**src/rtl/stack_pkg.sv**
```systemverilog
// rtl/stack_pkg.sv - shared constants, word type and FSM states for the stack host controller
package stack_pkg;

    localparam int DATA_W = 12;
    localparam int DEPTH  = 8;
    localparam int CNT_W  = 4;

    typedef logic [DATA_W-1:0] word_t;

    typedef enum logic [2:0] {
        IDLE,
        PUSH,
        POP,
        POP_WAIT,
        RESP
    } state_t;

endpackage

```
**src/rtl/stack_host_ctrl_if.sv**
```systemverilog
// rtl/stack_host_ctrl_if.sv - datapath-side write stream, pop request and response port
interface stack_host_ctrl_if;
    import stack_pkg::*;

    logic  wr_valid;
    logic  wr_ready;
    word_t wr_data;
    logic  rd_req;
    logic  rd_valid;
    logic  rd_ready;
    word_t rd_data;
    logic  rd_err;

    modport master (
        output wr_valid, wr_data, rd_req, rd_ready,
        input  wr_ready, rd_valid, rd_data, rd_err
    );

    modport slave (
        input  wr_valid, wr_data, rd_req, rd_ready,
        output wr_ready, rd_valid, rd_data, rd_err
    );

endinterface

```
**src/rtl/stack_occ_cnt.sv**
```systemverilog
// rtl/stack_occ_cnt.sv - bounded up/down shadow occupancy counter with empty/full compares
module stack_occ_cnt
    import stack_pkg::*;
(
    input  logic             clk,
    input  logic             reset,
    input  logic             inc,
    input  logic             dec,
    output logic [CNT_W-1:0] occ,
    output logic             empty,
    output logic             full
);

    assign empty = (occ == '0);
    assign full  = (occ == CNT_W'(DEPTH));

    always_ff @(posedge clk) begin
        if (reset) begin
            occ <= '0;
        end else if (inc && !dec && !full) begin
            occ <= occ + 1'b1;
        end else if (dec && !inc && !empty) begin
            occ <= occ - 1'b1;
        end
    end

endmodule

```
**src/rtl/stack_host_ctrl.sv**
```systemverilog
// rtl/stack_host_ctrl.sv - turns write/pop requests into one-cycle stack commands and returns popped words
module stack_host_ctrl
    import stack_pkg::*;
#(
    parameter int POP_LAT = 1
) (
    input  logic              clk,
    input  logic              reset,
    stack_host_ctrl_if.slave  host,
    output logic              PushEnbl,
    output logic              PopEnbl,
    output word_t             PushDataIn,
    input  word_t             PopDataOut,
    input  logic              STACK_FULL,
    output logic [CNT_W-1:0]  occ,
    output logic              empty,
    output logic              sync_err
);

    localparam logic [1:0] WAIT_INIT = 2'(POP_LAT - 1);

    state_t     state;
    state_t     state_nxt;
    logic [1:0] wait_cnt;
    logic       full;
    logic       pop_go;
    logic       pop_rej;
    logic       push_go;
    logic       wr_ready;
    logic       capture;
    logic       resp_done;
    logic       rd_valid;
    logic       rd_err;
    word_t      rd_data;

    stack_occ_cnt u_occ (
        .clk   (clk),
        .reset (reset),
        .inc   (push_go),
        .dec   (pop_go),
        .occ   (occ),
        .empty (empty),
        .full  (full)
    );

    always_ff @(posedge clk) begin
        if (reset) begin
            state <= IDLE;
        end else begin
            state <= state_nxt;
        end
    end

    always_comb begin
        state_nxt = state;
        case (state)
            IDLE:     if (pop_go) state_nxt = POP;
                      else if (push_go) state_nxt = PUSH;
            PUSH:     state_nxt = IDLE;
            POP:      state_nxt = POP_WAIT;
            POP_WAIT: if (wait_cnt == 2'd0) state_nxt = RESP;
            RESP:     if (resp_done) state_nxt = IDLE;
            default:  state_nxt = IDLE;
        endcase
    end

    // Pop wins arbitration in IDLE; a rejected pop still lets a write through.
    always_comb begin
        pop_go    = (state == IDLE) && host.rd_req && !empty;
        pop_rej   = (state == IDLE) && host.rd_req && empty;
        wr_ready  = (state == IDLE) && !pop_go && !full && !STACK_FULL;
        push_go   = host.wr_valid && wr_ready;
        capture   = (state == POP_WAIT) && (wait_cnt == 2'd0);
        resp_done = (state == RESP) && rd_valid && host.rd_ready;
    end

    always_ff @(posedge clk) begin
        if (reset) begin
            PushEnbl   <= 1'b0;
            PopEnbl    <= 1'b0;
            PushDataIn <= '0;
            wait_cnt   <= 2'd0;
            rd_valid   <= 1'b0;
            rd_data    <= '0;
            rd_err     <= 1'b0;
            sync_err   <= 1'b0;
        end else begin
            PushEnbl <= push_go;
            PopEnbl  <= pop_go;
            rd_err   <= pop_rej;
            if (push_go) begin
                PushDataIn <= host.wr_data;
            end
            if (state == POP) begin
                wait_cnt <= WAIT_INIT;
            end else if ((state == POP_WAIT) && (wait_cnt != 2'd0)) begin
                wait_cnt <= wait_cnt - 2'd1;
            end
            if (capture) begin
                rd_data  <= PopDataOut;
                rd_valid <= 1'b1;
            end else if (resp_done) begin
                rd_valid <= 1'b0;
            end
            // The stack only reports full, so compare it against the shadow count when settled.
            if ((state == IDLE) && (STACK_FULL != full)) begin
                sync_err <= 1'b1;
            end
        end
    end

    assign host.wr_ready = wr_ready;
    assign host.rd_valid = rd_valid;
    assign host.rd_data  = rd_data;
    assign host.rd_err   = rd_err;

endmodule

```
**src/flat_wrapper.sv**
```systemverilog
// flat-port wrapper written by rule: the top's interface ports become plain ports
module stack_host_ctrl_flat import stack_pkg::*;
#(
    parameter int POP_LAT = 1
)
  (clk, reset, PushEnbl, PopEnbl, PushDataIn, PopDataOut, STACK_FULL, occ, empty, sync_err, host_wr_valid, host_wr_data, host_rd_req, host_rd_ready, host_wr_ready, host_rd_valid, host_rd_data, host_rd_err);
  stack_host_ctrl_if host_i ();
  input  logic clk;
  input  logic reset;
  output logic PushEnbl;
  output logic PopEnbl;
  output word_t PushDataIn;
  input  word_t PopDataOut;
  input  logic STACK_FULL;
  output logic [CNT_W-1:0] occ;
  output logic empty;
  output logic sync_err;
  input wire logic [$bits(host_i.wr_valid)-1:0] host_wr_valid;
  input wire logic [$bits(host_i.wr_data)-1:0] host_wr_data;
  input wire logic [$bits(host_i.rd_req)-1:0] host_rd_req;
  input wire logic [$bits(host_i.rd_ready)-1:0] host_rd_ready;
  output wire logic [$bits(host_i.wr_ready)-1:0] host_wr_ready;
  output wire logic [$bits(host_i.rd_valid)-1:0] host_rd_valid;
  output wire logic [$bits(host_i.rd_data)-1:0] host_rd_data;
  output wire logic [$bits(host_i.rd_err)-1:0] host_rd_err;
  assign host_i.wr_valid = host_wr_valid;
  assign host_i.wr_data = host_wr_data;
  assign host_i.rd_req = host_rd_req;
  assign host_i.rd_ready = host_rd_ready;
  assign host_wr_ready = host_i.wr_ready;
  assign host_rd_valid = host_i.rd_valid;
  assign host_rd_data = host_i.rd_data;
  assign host_rd_err = host_i.rd_err;
  stack_host_ctrl #(.POP_LAT(POP_LAT)) u_core (.clk(clk), .reset(reset), .host(host_i), .PushEnbl(PushEnbl), .PopEnbl(PopEnbl), .PushDataIn(PushDataIn), .PopDataOut(PopDataOut), .STACK_FULL(STACK_FULL), .occ(occ), .empty(empty), .sync_err(sync_err));
endmodule
```
**config.mk**
```make
export PLATFORM = sky130hd
export DESIGN_NAME = stack_host_ctrl_flat
export DESIGN_NICKNAME = d
export VERILOG_FILES = /design/src/rtl/stack_pkg.sv /design/src/rtl/stack_host_ctrl_if.sv /design/src/rtl/stack_occ_cnt.sv /design/src/rtl/stack_host_ctrl.sv /design/src/flat_wrapper.sv
export SDC_FILE = /design/constraint.sdc
export NUM_CORES = 1
export LEC_CHECK = 0
export CELL_PAD_IN_SITES_DETAIL_PLACEMENT = 1
export CELL_PAD_IN_SITES_GLOBAL_PLACEMENT = 2
export CORE_ASPECT_RATIO = 2
export CORE_MARGIN = 5
export CORE_UTILIZATION = 22
export DETAILED_ROUTE_END_ITERATION = 10
export PLACE_DENSITY_LB_ADDON = 0.1
export SYNTH_ARGS = -nofsm -noshare
export SYNTH_HDL_FRONTEND = slang
export SYNTH_SLANG_ARGS = --single-unit
export TNS_END_PERCENT = 30
```
**constraint.sdc**
```tcl
create_clock -name clk -period 2.65 [get_ports clk]
set_clock_uncertainty 0.2 [all_clocks]
set_input_delay 0.3975 -clock clk [delete_from_list [all_inputs] [get_ports clk]]
set_output_delay 0.3975 -clock clk [all_outputs]
set_load 0.02 [all_outputs]
```
== Word level (Yosys, flattened, before mapping) ==
Cells that the tools add are included.

* Input port bits: 30
* Register bits after elaboration: 38
* Word-level logic and storage cells: 59

* Eq/ne operators: 8
* Reductions and logical operators: 29
* Mux-type cells: 9
* Add/sub/neg operators: 3

{| class="wikitable"
|+ Operators with widths
! kind !! count
|-
| logical AND 1 bit || 16
|-
| 2-to-1 mux 3 bit || 4
|-
| one-hot mux 3 bit (4 select lines) || 1
|-
| 2-to-1 mux 4 bit || 2
|-
| equality test 3 x 2 -> 1 bit (second input constant) || 2
|-
| nonzero test 2 bit || 3
|-
| zero test 1 bit || 5
|-
| adder 4 x 1 -> 4 bit (second input constant) || 1
|-
| equality test 4 bit (second input constant) || 1
|-
| zero test 4 bit || 1
|-
| subtractor 4 x 1 -> 4 bit (second input constant) || 1
|-
| equality test 3 bit (second input constant) || 1
|-
| zero test 3 bit || 1
|-
| != test 3 bit (second input constant) || 1
|-
| AND reduction 3 bit || 1
|-
| zero test 2 bit || 1
|-
| 2-to-1 mux 1 bit || 2
|-
| != test 2 x 1 -> 1 bit (second input constant) || 1
|-
| != test 2 bit (second input constant) || 1
|-
| OR reduction 2 bit || 1
|-
| subtractor 2 x 1 -> 2 bit (second input constant) || 1
|-
| != test 1 bit || 1
|}

== Depth between registers and ports, before layout ==
Gate-level depths: netlist of run 1.

* Depth in word-level cells: 13
* Gate-level depth with buffers: 9
* Gate-level depth less buffers: 7

== Hierarchy ==
A second synthesis of run 1 with hierarchy kept.

* Cell total of the unflattened synthesis: 195
* Area, all modules: 1,769.2 µm²

{| class="wikitable"
|+ Modules (own cells, without submodules)
! module !! area each (µm²) !! cells each !! times used
|-
| stack_host_ctrl || 1,482.7 || 165 || 1
|-
| stack_occ_cnt || 286.5 || 30 || 1
|}

== Least setup slack after synthesis of run 1 ==
OpenSTA, ideal clock, no wires.

* Kind: register to register
* Start: register u_core.u_occ.occ[0]
* End: register u_core.u_occ.occ[3]
* Slack: -95 ps
* Buffers on the path: 1
* Cell stages (with the launch flop): 9
* Period minus slack after synthesis: 2,745 ps
* Data required time: 2,329 ps
* Library setup time: 121 ps
* Arrival time: 2,423 ps
* Path through: dfxtp_1 o41ai_4 nand4_4 buf_12 ha_1 a21oi_1 nand3b_1 o22ai_1 mux2_4

* Longest elaborated chain between the ends: 12
* Elaborated cells between the ends (all ways): 20

{| class="wikitable"
|+ RTL lines
! element !! RTL line !! text
|-
| from (decl) || stack_occ_cnt.sv:9 || <nowiki>output logic [CNT_W-1:0] occ,</nowiki>
|-
| from (signal assigned) || stack_occ_cnt.sv:21 || <nowiki>occ <= occ + 1'b1;</nowiki>
|-
| from (signal assigned) || stack_occ_cnt.sv:23 || <nowiki>occ <= occ - 1'b1;</nowiki>
|-
| zero test 4 bit || stack_occ_cnt.sv:14 || <nowiki>assign empty = (occ == '0);</nowiki>
|-
| zero test 1 bit || stack_occ_cnt.sv:22, stack_host_ctrl.sv:69 ||
|-
| logical AND 1 bit || stack_host_ctrl.sv:69 || <nowiki>pop_go = (state == IDLE) && host.rd_req && !empty;</nowiki>
|-
| zero test 1 bit || stack_occ_cnt.sv:20, stack_host_ctrl.sv:71 ||
|-
| logical AND 1 bit (3 in a row) || stack_host_ctrl.sv:71 || <nowiki>wr_ready = (state == IDLE) && !pop_go && !full && !STACK_FULL;</nowiki>
|-
| logical AND 1 bit || stack_host_ctrl.sv:72 || <nowiki>push_go = host.wr_valid && wr_ready;</nowiki>
|-
| zero test 1 bit || stack_occ_cnt.sv:22 || <nowiki>end else if (dec && !inc && !empty) begin</nowiki>
|-
| logical AND 1 bit (2 in a row) || stack_occ_cnt.sv:22 ||
|-
| nonzero test 2 bit (no source line) || n/a ||
|}

Several ways; a longest one is shown, not always the timed one. The select of a mux whose other input is x is not followed.
A chain may end at the register's enable or synchronous reset.

== Worst setup path after layout of run 1 ==
Ends and elaborated chain as after synthesis.

==> impl.org, run 1 <==
** Drt
- For this run, design rule violations remaining after detail routing come to 0.
- Routed WL :: 4640 µm
- After detailed routing, the average wire length per cell comes to 13.6 µm.
- Detailed Routing Iterations Pass 1 :: 3
- For this block, the via count after detailed routing is 1,492.
- Drt first-iter violations :: 18
- DR vias/cell :: 4.36
- Remaining antenna violation count after routing :: 0

** Hold path
- The worst hold path passes through 2 cells.
- Tightest Hold Check Type :: reg -> reg
- Endpoint with the worst hold slack :: u_core.host.rd_data[8]
- The startpoint identified for the worst hold timing path is u_core.host.rd_data[8].

** Worst setup path
- WP data required :: 2.62 ns
- Worst Reg-to-Reg Cells :: 8
- CP arrival :: 2.47 ns
- The worst register-to-register path begins at u_core.u_occ.occ[0].
- The worst setup path is captured at a flop.
- The setup check on the worst reg-to-reg path leaves a slack of 0.15 ns.
- Startpoint kind of the worst setup timing path :: flop
- Along the worst path, the maximum fanout reaches 7.
- The worst register-to-register path ends at u_core.u_occ.occ[3].
- Path type of the worst setup path :: reg -> reg

** CTS
- Clock slew at the register clock pins of the worst setup and hold paths :: 0.06 ns
- TritonCTS clock tree :: built
- Root buffer cell :: sky130_fd_sc_hd__clkbuf_16
- Clock tree synthesis found a total of 38 sinks.
- CTS buffer count :: 5
- In this run the number of H-tree levels came out at 2.
- Post-CTS setup buffer count :: 0
- The number of hold buffers added after CTS was 0.
- Latest clock arrival within the worst-skew pair :: 0.28 ns
- Bufs on Longest Clock Path :: 2

** Synth
- Largest cells by area after synthesis :: sky130_fd_sc_hd__dfxtp_1 (48%), sky130_fd_sc_hd__mux2i_1 (7.5%), sky130_fd_sc_hd__nand2_1 (7.1%)
- Net Count, Synth :: 208
- Sequential share of the synthesized area :: 47.6%
- Area fraction in compound gates after synthesis :: 12.9%
- Multiplexer cells account for 8.46% of the synthesized area.
- Synth Area in XOR/XNOR :: 1.10%
- Synthesis produced a netlist whose cell count is 174.
- The synthesized netlist devotes 3.61% of its cell area to adder and majority cells.
- Mapped cell area :: 1600 µm²
- Mapped Avg Cell Area :: 9.18 µm²
- The biggest area contributor in the post-synthesis netlist is sky130_fd_sc_hd__dfxtp_1.
- Yosys printed 0 warnings.
- After synthesis, the largest area contributor takes up 47.6% of total cell area.
- Flip-flop cell with the highest count after synthesis :: sky130_fd_sc_hd__dfxtp_1
- Yosys mapped a number of flops with a built-in enable equal to 0.
- After synthesis, the largest family of logic cells by area is simple AND/OR/NAND/NOR gates.
- After synthesis, the share of flip-flops with an asynchronous set or reset is 0%.
- Library cells used by synthesis :: 35
- Of the total synthesized cell area, the portion taken by AND, OR, NAND and NOR gates is 21.9%.
- Post-synthesis sequential element count :: 38

** Global route
- The via count of the first global-routing pass is 1,625.
- Maximum number of pins on one net before global-route repair :: 17
- Across every metal layer, demand over resource in global routing totals 10.8%.
- The first global-routing pass estimated 7750 µm of wire.
- Antenna violations before repair :: 0
- Aggregate global routing overflow :: 0

** STA
- The count of pins over their slew limit is 0.
- For this run, the top clock speed supported by timing is 400 MHz.
- Setup violations remaining at the end of the flow were counted as 0.
- For the pin with the worst max-slew slack, the measured transition is 0.649 ns.
- Final cycle utilization of the critical path :: 94.3%
- Subtracting the final worst setup slack from the clock period gives 2.50 ns.
- The number of hold-slack violations in the final timing report was 0.
- Worst relative slew slack :: 56.6%
- Setup repair after global routing missed its margin :: false

** Pwr
- Across the VDD grid, the largest voltage drop is 0.334 mV.
- Power spread over the standard cell area amounts to 939 nW/µm².
- For this design the static power due to leakage is 0.00104 µW.

** Finish
- Final instance area :: 2620 µm²
- Measured on the finished design, the core utilization comes to 36.6%.
- Compared with the post-synthesis result, the final layout area differs by 64.2%.
- The post-route netlist has 13.2% of its cells at a drive strength greater than 1.
- NumNets Final :: 283
- The number of antenna diodes in the final layout is 0.

** Place
- The placed instances occupy a cell area of 2420 µm².
- Buffers placed on the I/O ports in this run total 64.
- Dpl hpwl :: 3540 µm
- Routability-driven placement finished with a final weighted congestion of 0.708.

** Floorplanning
- Area inside the core boundary :: 7160 µm²
- Overall die width :: 70.2 µm
- FP Rows :: 44
- Die outline height :: 130 µm
- Number of primary I/O pins :: 65
- Effective utilization at floorplan :: 22.3%
- The die covers 9160 µm².

** Outcome
- Status :: finished, final reports clean

** Run
- Across the run, the number of max-cap violations was 0.
layer usage:
metal | vias up | part of all wire, % | GRT usage [%]
met4 | 0 | 2.0 | 5.42
met5 | - | 0 | 0
met1 | 710 | 41 | 11.8
met3 | 6 | 5.0 | 3.75
li1 | 742 | - | -
met2 | 34 | 52 | 18.4
state kept, by name, summed over array words and instances (netlist names):
| register | cells |
|---|---|
| u_core.state | 3 |
| u_core.PopEnbl | 1 |
| u_core.host.rd_data | 12 |
| u_core.PushDataIn | 12 |
| u_core.host.rd_err | 1 |
| u_core.host.rd_valid | 1 |
| u_core.PushEnbl | 1 |
| u_core.u_occ.occ | 4 |
| u_core.wait_cnt | 2 |
| u_core.sync_err | 1 |
area by class of cell:
class	instances	area (µm²)
clock buffer	6	139
clock inverter	2	60.1
fill	840	4540
inverter	2	7.51
multi-input combinational	124	786
sequential	38	766
tap	92	115
timing repair buffer	78	748
kinds of logic after synthesis:
group,Yosys count
AO/OA/AOI/OAI,32
XOR/XNOR,2
adder cells (fa/ha/maj),4
buffers and inverters,12
flip-flops,38
multiplexers,13
AND/OR/NAND/NOR,73
worst max path at each step:
stage | start | end | slack (ns) | cells after the start
finish | u_core.u_occ.occ[0] | u_core.u_occ.occ[3] | 0.15 | 8
global route | u_core.u_occ.occ[0] | u_core.u_occ.occ[3] | 0.04 | 8
CTS | u_core.u_occ.occ[1] | host_wr_ready | 0.04 | 3
detailed placement | host_wr_valid | u_core.u_occ.occ[3] | -0.05 | 8
global placement | host_wr_valid | u_core.u_occ.occ[3] | -0.003 | 8
floorplan | u_core.u_occ.occ[3] | u_core.u_occ.occ[3] | 0.03 | 8
through the flow:
stage	std cells	power (µW)	setup WS, ns	hold slack (ns)	TNS [ns]
finish	342	2460	0.150	0.255	0
global route	342	2620	0.0406	0.284	0
CTS	342	2520	0.0415	0.259	0
detailed placement	334	1690	-0.0454	0.251	-0.0454
global placement	334	1680	-0.00321	0.242	-0.00321
floorplan	174	1300	0.0279	0.254	0
what timing repair did:
action                                  CTS  global route
hold endpoints to repair                  0             0
cloned                                    0             0
endpoints found under the setup margin    1             1
pin swaps                                 0             1
gates resized for setup                   1             1
power by group:
| part | switching (µW) | internal (µW) | leakage (µW) | total (µW) |
|---|---|---|---|---|
| clock network | 233 | 565 | 0.0000971 | 798 |
| registers | 80.5 | 663 | 0.000310 | 744 |
| logic | 456 | 464 | 0.000635 | 921 |
synthesized netlist by cell type (2+ instances only):
cell / n
sky130_fd_sc_hd__dfxtp_1: 38
sky130_fd_sc_hd__nand2_1: 30
sky130_fd_sc_hd__a21oi_1: 21
sky130_fd_sc_hd__nor2_1: 21
sky130_fd_sc_hd__mux2i_1: 12
sky130_fd_sc_hd__clkbuf_1: 7
sky130_fd_sc_hd__nand3_1: 5
sky130_fd_sc_hd__nor2b_1: 4
sky130_fd_sc_hd__nor3_1: 4
sky130_fd_sc_hd__ha_1: 3
sky130_fd_sc_hd__inv_1: 2
sky130_fd_sc_hd__o21ai_0: 2
sky130_fd_sc_hd__or3_1: 2
sky130_fd_sc_hd__xnor2_1: 2
layout by cell type (no fill, tap or decap), types with 2 or more instances in the layout:
cell,netlist,final
sky130_fd_sc_hd__dfxtp_1,38,34
sky130_fd_sc_hd__a21oi_1,21,20
sky130_fd_sc_hd__inv_1,2,2
sky130_fd_sc_hd__buf_4,0,14
sky130_fd_sc_hd__nor3_1,4,4
sky130_fd_sc_hd__nand2_1,30,30
sky130_fd_sc_hd__bufinv_16,0,2
sky130_fd_sc_hd__dfxtp_2,0,4
sky130_fd_sc_hd__nor2_1,21,21
sky130_fd_sc_hd__clkbuf_16,0,5
sky130_fd_sc_hd__nor2b_1,4,4
sky130_fd_sc_hd__mux2i_1,12,12
sky130_fd_sc_hd__ha_1,3,2
sky130_fd_sc_hd__o21ai_0,2,2
sky130_fd_sc_hd__clkdlybuf4s50_1,0,63
sky130_fd_sc_hd__nand3_1,5,5
sky130_fd_sc_hd__or3_1,2,2
sky130_fd_sc_hd__xnor2_1,2,2
critical path, cell delays in order, from the launching register on:
cell	delay, ns
sky130_fd_sc_hd__dfxtp_2	0.32
sky130_fd_sc_hd__buf_4	0.16
sky130_fd_sc_hd__o41ai_4	0.44
sky130_fd_sc_hd__nand4_4	0.18
sky130_fd_sc_hd__ha_4	0.33
sky130_fd_sc_hd__nand3_1	0.09
sky130_fd_sc_hd__a21o_1	0.17
sky130_fd_sc_hd__o22ai_1	0.18
sky130_fd_sc_hd__mux2_4	0.31
Power figures use the tool's default switching activity.
==> run 2: changes to the inputs <==
Settings changed: ABC_AREA set to 1, CELL_PAD_IN_SITES_DETAIL_PLACEMENT 1 to 0, CELL_PAD_IN_SITES_GLOBAL_PLACEMENT 2 to 1, CORE_MARGIN 5 to 1, CORE_UTILIZATION 22 to 27.
==> run 2 against run 1 <==
  * Combinational power rose by 0.7%
  * Power fell by 9.7%
  * Non-clock buffer count fell by 7
  * Worst setup slack got worse by 0.00076 ns
  * Synthesized cell count increased by 19%
  * Register-to-register slack gained 0.25 ns
  * Critical path depth shrank 2
  * Largest power group unchanged
  * Die area decreased by 31%
  * Critical endpoint is now host_wr_ready
  * Largest cell class is now registers
  * Critical path type is now reg -> out
  * Flip-flop and latch count unchanged
==> impl.org, run 2 <==
** Worst setup path
- Maximum cell stage delay along the critical path :: 0.59 ns
- STA classifies the critical path startpoint as a flop.
- For the worst setup path, the data arrival time is 1.90 ns.
- Path type of the worst setup path :: reg -> out
- Slowest cell on crit path :: sky130_fd_sc_hd__clkdlybuf4s50_1
- Walking the worst path, the cells encountered are nor2_4, nand2_2, a21oi_4, nand2_2, inv_2, clkdlybuf4s50_1.
- Most numerous cell on the critical path :: sky130_fd_sc_hd__nand2_2
- In this run the worst path has a maximum fanout of 6.
- Data on the critical path is required at its endpoint by 2.05 ns.
- STA classifies the critical path endpoint as an output pin.

** Global route
- Peak-usage layer in the global routing report :: met2
- The number of antenna violations at the first check in global routing came to 0.
- The via count of the first global-routing pass was 1,540.
- Entering global routing, the biggest net connects 36 pins.
- In the global route stage, overall resource usage came out at 14.8%.
- For this run, global-route usage on met1 was measured as 15.6%.
- The total overflow left after global routing is 0.
- Global-route wire length before repair :: 7380 µm
- Global routing used 3.27% of the available met3 tracks.
- In the global route stage, met2 resource usage came out at 27.4%.

** Synth
- By area the synthesized netlist is led by sky130_fd_sc_hd__dfxtp_1 (47%), sky130_fd_sc_hd__a21oi_1 (10%), sky130_fd_sc_hd__nand2_1 (10%).
- Synthesis produced a netlist whose cell count is 207.
- Fraction of registers with async set or reset after synthesis :: 0%
- The synthesized netlist occupies a cell area of 1610 µm².
- Post-synthesis sequential element count :: 38
- During synthesis, Yosys emitted a total of 0 warnings.
- The commonest cells after synthesis are sky130_fd_sc_hd__nand2_1 (43), sky130_fd_sc_hd__dfxtp_1 (38), sky130_fd_sc_hd__a21oi_1 (33).
- Fraction of synthesized area in multiplexers :: 0%
- Synth Area in XOR/XNOR :: 0.543%
- Summing the sequential cell areas from Yosys gives 47.2% of the chip area.
- Largest area contributor in the netlist :: sky130_fd_sc_hd__dfxtp_1
- By area, the combinational part of the netlist is dominated by simple AND/OR/NAND/NOR gates.
- In this run, synthesis inferred 0 flip-flops with an integrated enable.
- The synthesized netlist devotes 3.57% of its cell area to adder and majority cells.
- In this run the mean area of a mapped cell was 7.79 µm².
- Summing the areas of all and, or, nand and nor instances in the mapped netlist gives 27.3% of the synthesized area.
- Flip-flop cell with the highest count after synthesis :: sky130_fd_sc_hd__dfxtp_1
- The number of different library cells used by synthesis comes to 27.
- The synthesized design devotes to its leading area cell type 47.2% of total area.
- Summing the areas of all compound-gate instances in the mapped netlist gives 13.4% of the synthesized area.
- Dominant cell by count in the synthesized netlist :: sky130_fd_sc_hd__nand2_1
- Net Count, Synth :: 241

** Finish
- For this run, the share of the core covered by cells in the final layout is 43.0%.
- P&R area growth vs syn :: 52.2%
- The library cell used most frequently in the layout, excluding fill and tap cells, is sky130_fd_sc_hd__clkdlybuf4s50_1.
- In the final layout, the registers with the most flip-flops are u_core.PushDataIn (12), u_core.host.rd_data (12), u_core.u_occ.occ (4).
- The post-route netlist has 8.03% of its cells at a drive strength greater than 1.
- NumNets Final :: 308
- In the layout the commonest cells are sky130_fd_sc_hd__clkdlybuf4s50_1 (64), sky130_fd_sc_hd__nand2_1 (43), sky130_fd_sc_hd__dfxtp_1 (38), sky130_fd_sc_hd__a21oi_1 (33), sky130_fd_sc_hd__nand3_1 (30).
- The repair_antennas step left the layout with diodes totalling 0.
- Fill cells :: 619

** STA
- Worst-Margin Slew :: 0.497 ns
- Aggregate negative setup slack :: 0 ns
- Least setup slack across all paths after layout :: 0.149 ns
- Crit path time final :: 2.50 ns
- Final cycle utilization of the critical path :: 94.4%
- Maximum operating frequency :: 400 MHz
- Setup violations remaining at the end of the flow were counted as 0.
- On the final layout, the worst hold slack is 0.251 ns.
- Measured against its own limit, the worst slew margin works out to 66.8%.
- The count of pins over their slew limit is 0.
- Setup repair after global routing missed its margin :: false
- Count of final hold-check violations :: 0

** Place
- Setup Slack @ Placement :: 0.154 ns
- Port buffering added 64 buffers.
- The congestion estimate from routability-driven global placement came to 0.741.
- Detailed placement ended at an HPWL of 3170 µm.

** Drt
- Routed vias :: 1,589
- The first routing iteration left 26 violations.
- Remaining antenna violation count after routing :: 0
- Detail-routed net length per standard cell :: 13.1 µm
- DR vias/cell :: 4.74
- Detailed Routing Iterations Pass 1 :: 4
- In the routed design, unresolved DRC markers number 0.
- Summed over all layers, the routed wires come to 4410 µm.

** Floorplanning
- Die outline height :: 111 µm
- The region available for standard cell placement spans 5710 µm².
- Number of primary I/O pins :: 65
- For this configuration, the core starts out at a cell density of 28.2%.
- The die covers 6300 µm².
- The floorplan has 39 rows.
- Overall die width :: 56.6 µm

** Outcome
- Status :: finished, final reports clean

** Pwr
- Maximum vdd ir drop :: 0.488 mV
- Summed over all cells, the static leakage comes to 0.000933 µW.
- Areal power density over the cells :: 907 nW/µm²

** CTS
- Counting along the longest clock path gives a buffer depth of 2.
- Clock slew at the register clock pins of the worst setup and hold paths :: 0.05 ns
- TritonCTS built the clock tree.
- H-Tree Depth :: 2
- In this run, post-CTS hold repair placed 0 buffers.
- Clock tree synthesis found a total of 38 sinks.
- Clock tree synthesis inserted a total of 5 buffers.
- For the worst-skew pair, the clock arrives at the later sink with an insertion delay of 0.28 ns.
- The number of gates resized after CTS was 0.
- Post-CTS setup buffer count :: 0
- Root buffer cell :: sky130_fd_sc_hd__clkbuf_16

** Hold path
- Tightest Hold Check Type :: reg -> reg

** Run
- Number of maximum-capacitance constraint violations :: 0
-- run 2: cell count changes after synthesis, moves of 9 or more --
cell / previous run / this run
sky130_fd_sc_hd__nand3_1: 5 / 30
sky130_fd_sc_hd__nand2_1: 30 / 43
sky130_fd_sc_hd__inv_1: 2 / 16
sky130_fd_sc_hd__a21oi_1: 21 / 33
sky130_fd_sc_hd__mux2i_1: 12 / 0
sky130_fd_sc_hd__nor2_1: 21 / 12
-- run 2: report_power, final --
part	leakage, µW	switching, µW	internal [µW]
combinational	0.000560	527	400
clock	0.0000640	218	344
sequential	0.000309	71.6	663
-- run 2: critical path, delay by kind of cell (launching register included) --
family          cells  cell delay (ns)
flops               1             0.39
buf+inv             2             0.65
simple gates        3             0.36
compound gates      1             0.21
-- run 2: kinds of logic after synthesis --
logic type / count (synthesis)
xor+xnor: 1
fa+ha+maj: 4
compound gates: 39
simple gates: 96
buf+inv: 29
flops: 38
-- run 2: metal layers --
layer | wire (µm) | vias to the layer above
met4 | 73 | 0
met5 | 0 | -
met2 | 2460 | 50
li1 | - | 811
met1 | 1660 | 722
met3 | 216 | 6
-- run 2: area by class of cell --
type	count	area [µm²]	share of cell area, %
clock buffer	7	133	5.41
inverter	18	67.6	2.76
multi-input combinational	140	722	29.4
sequential	38	761	31.0
timing repair buffer	71	693	28.3
tap	61	76.3	3.11
-- run 2: path summary, 6_finish.rpt --
check | to | slack, ns | startpoint | cells past startpoint
setup / recovery | host_wr_ready | 0.15 | u_core.u_occ.occ[0] | 6
hold reg to reg | u_core.sync_err | 0.25 | u_core.sync_err | 2
hold / removal | u_core.sync_err | 0.25 | u_core.sync_err | 2
setup reg to reg | u_core.u_occ.occ[3] | 0.40 | u_core.u_occ.occ[0] | 11
-- run 2: through the flow --
step | power (µW) | cell area [µm²] | cells
2_1_floorplan | 1330 | 1610 | 207
3_3_place_gp | 1690 | 2320 | 328
3_5_place_dp | 1690 | 2320 | 328
4_1_cts | 2260 | 2450 | 335
5_1_grt | 2370 | 2450 | 335
6_report | 2220 | 2450 | 335
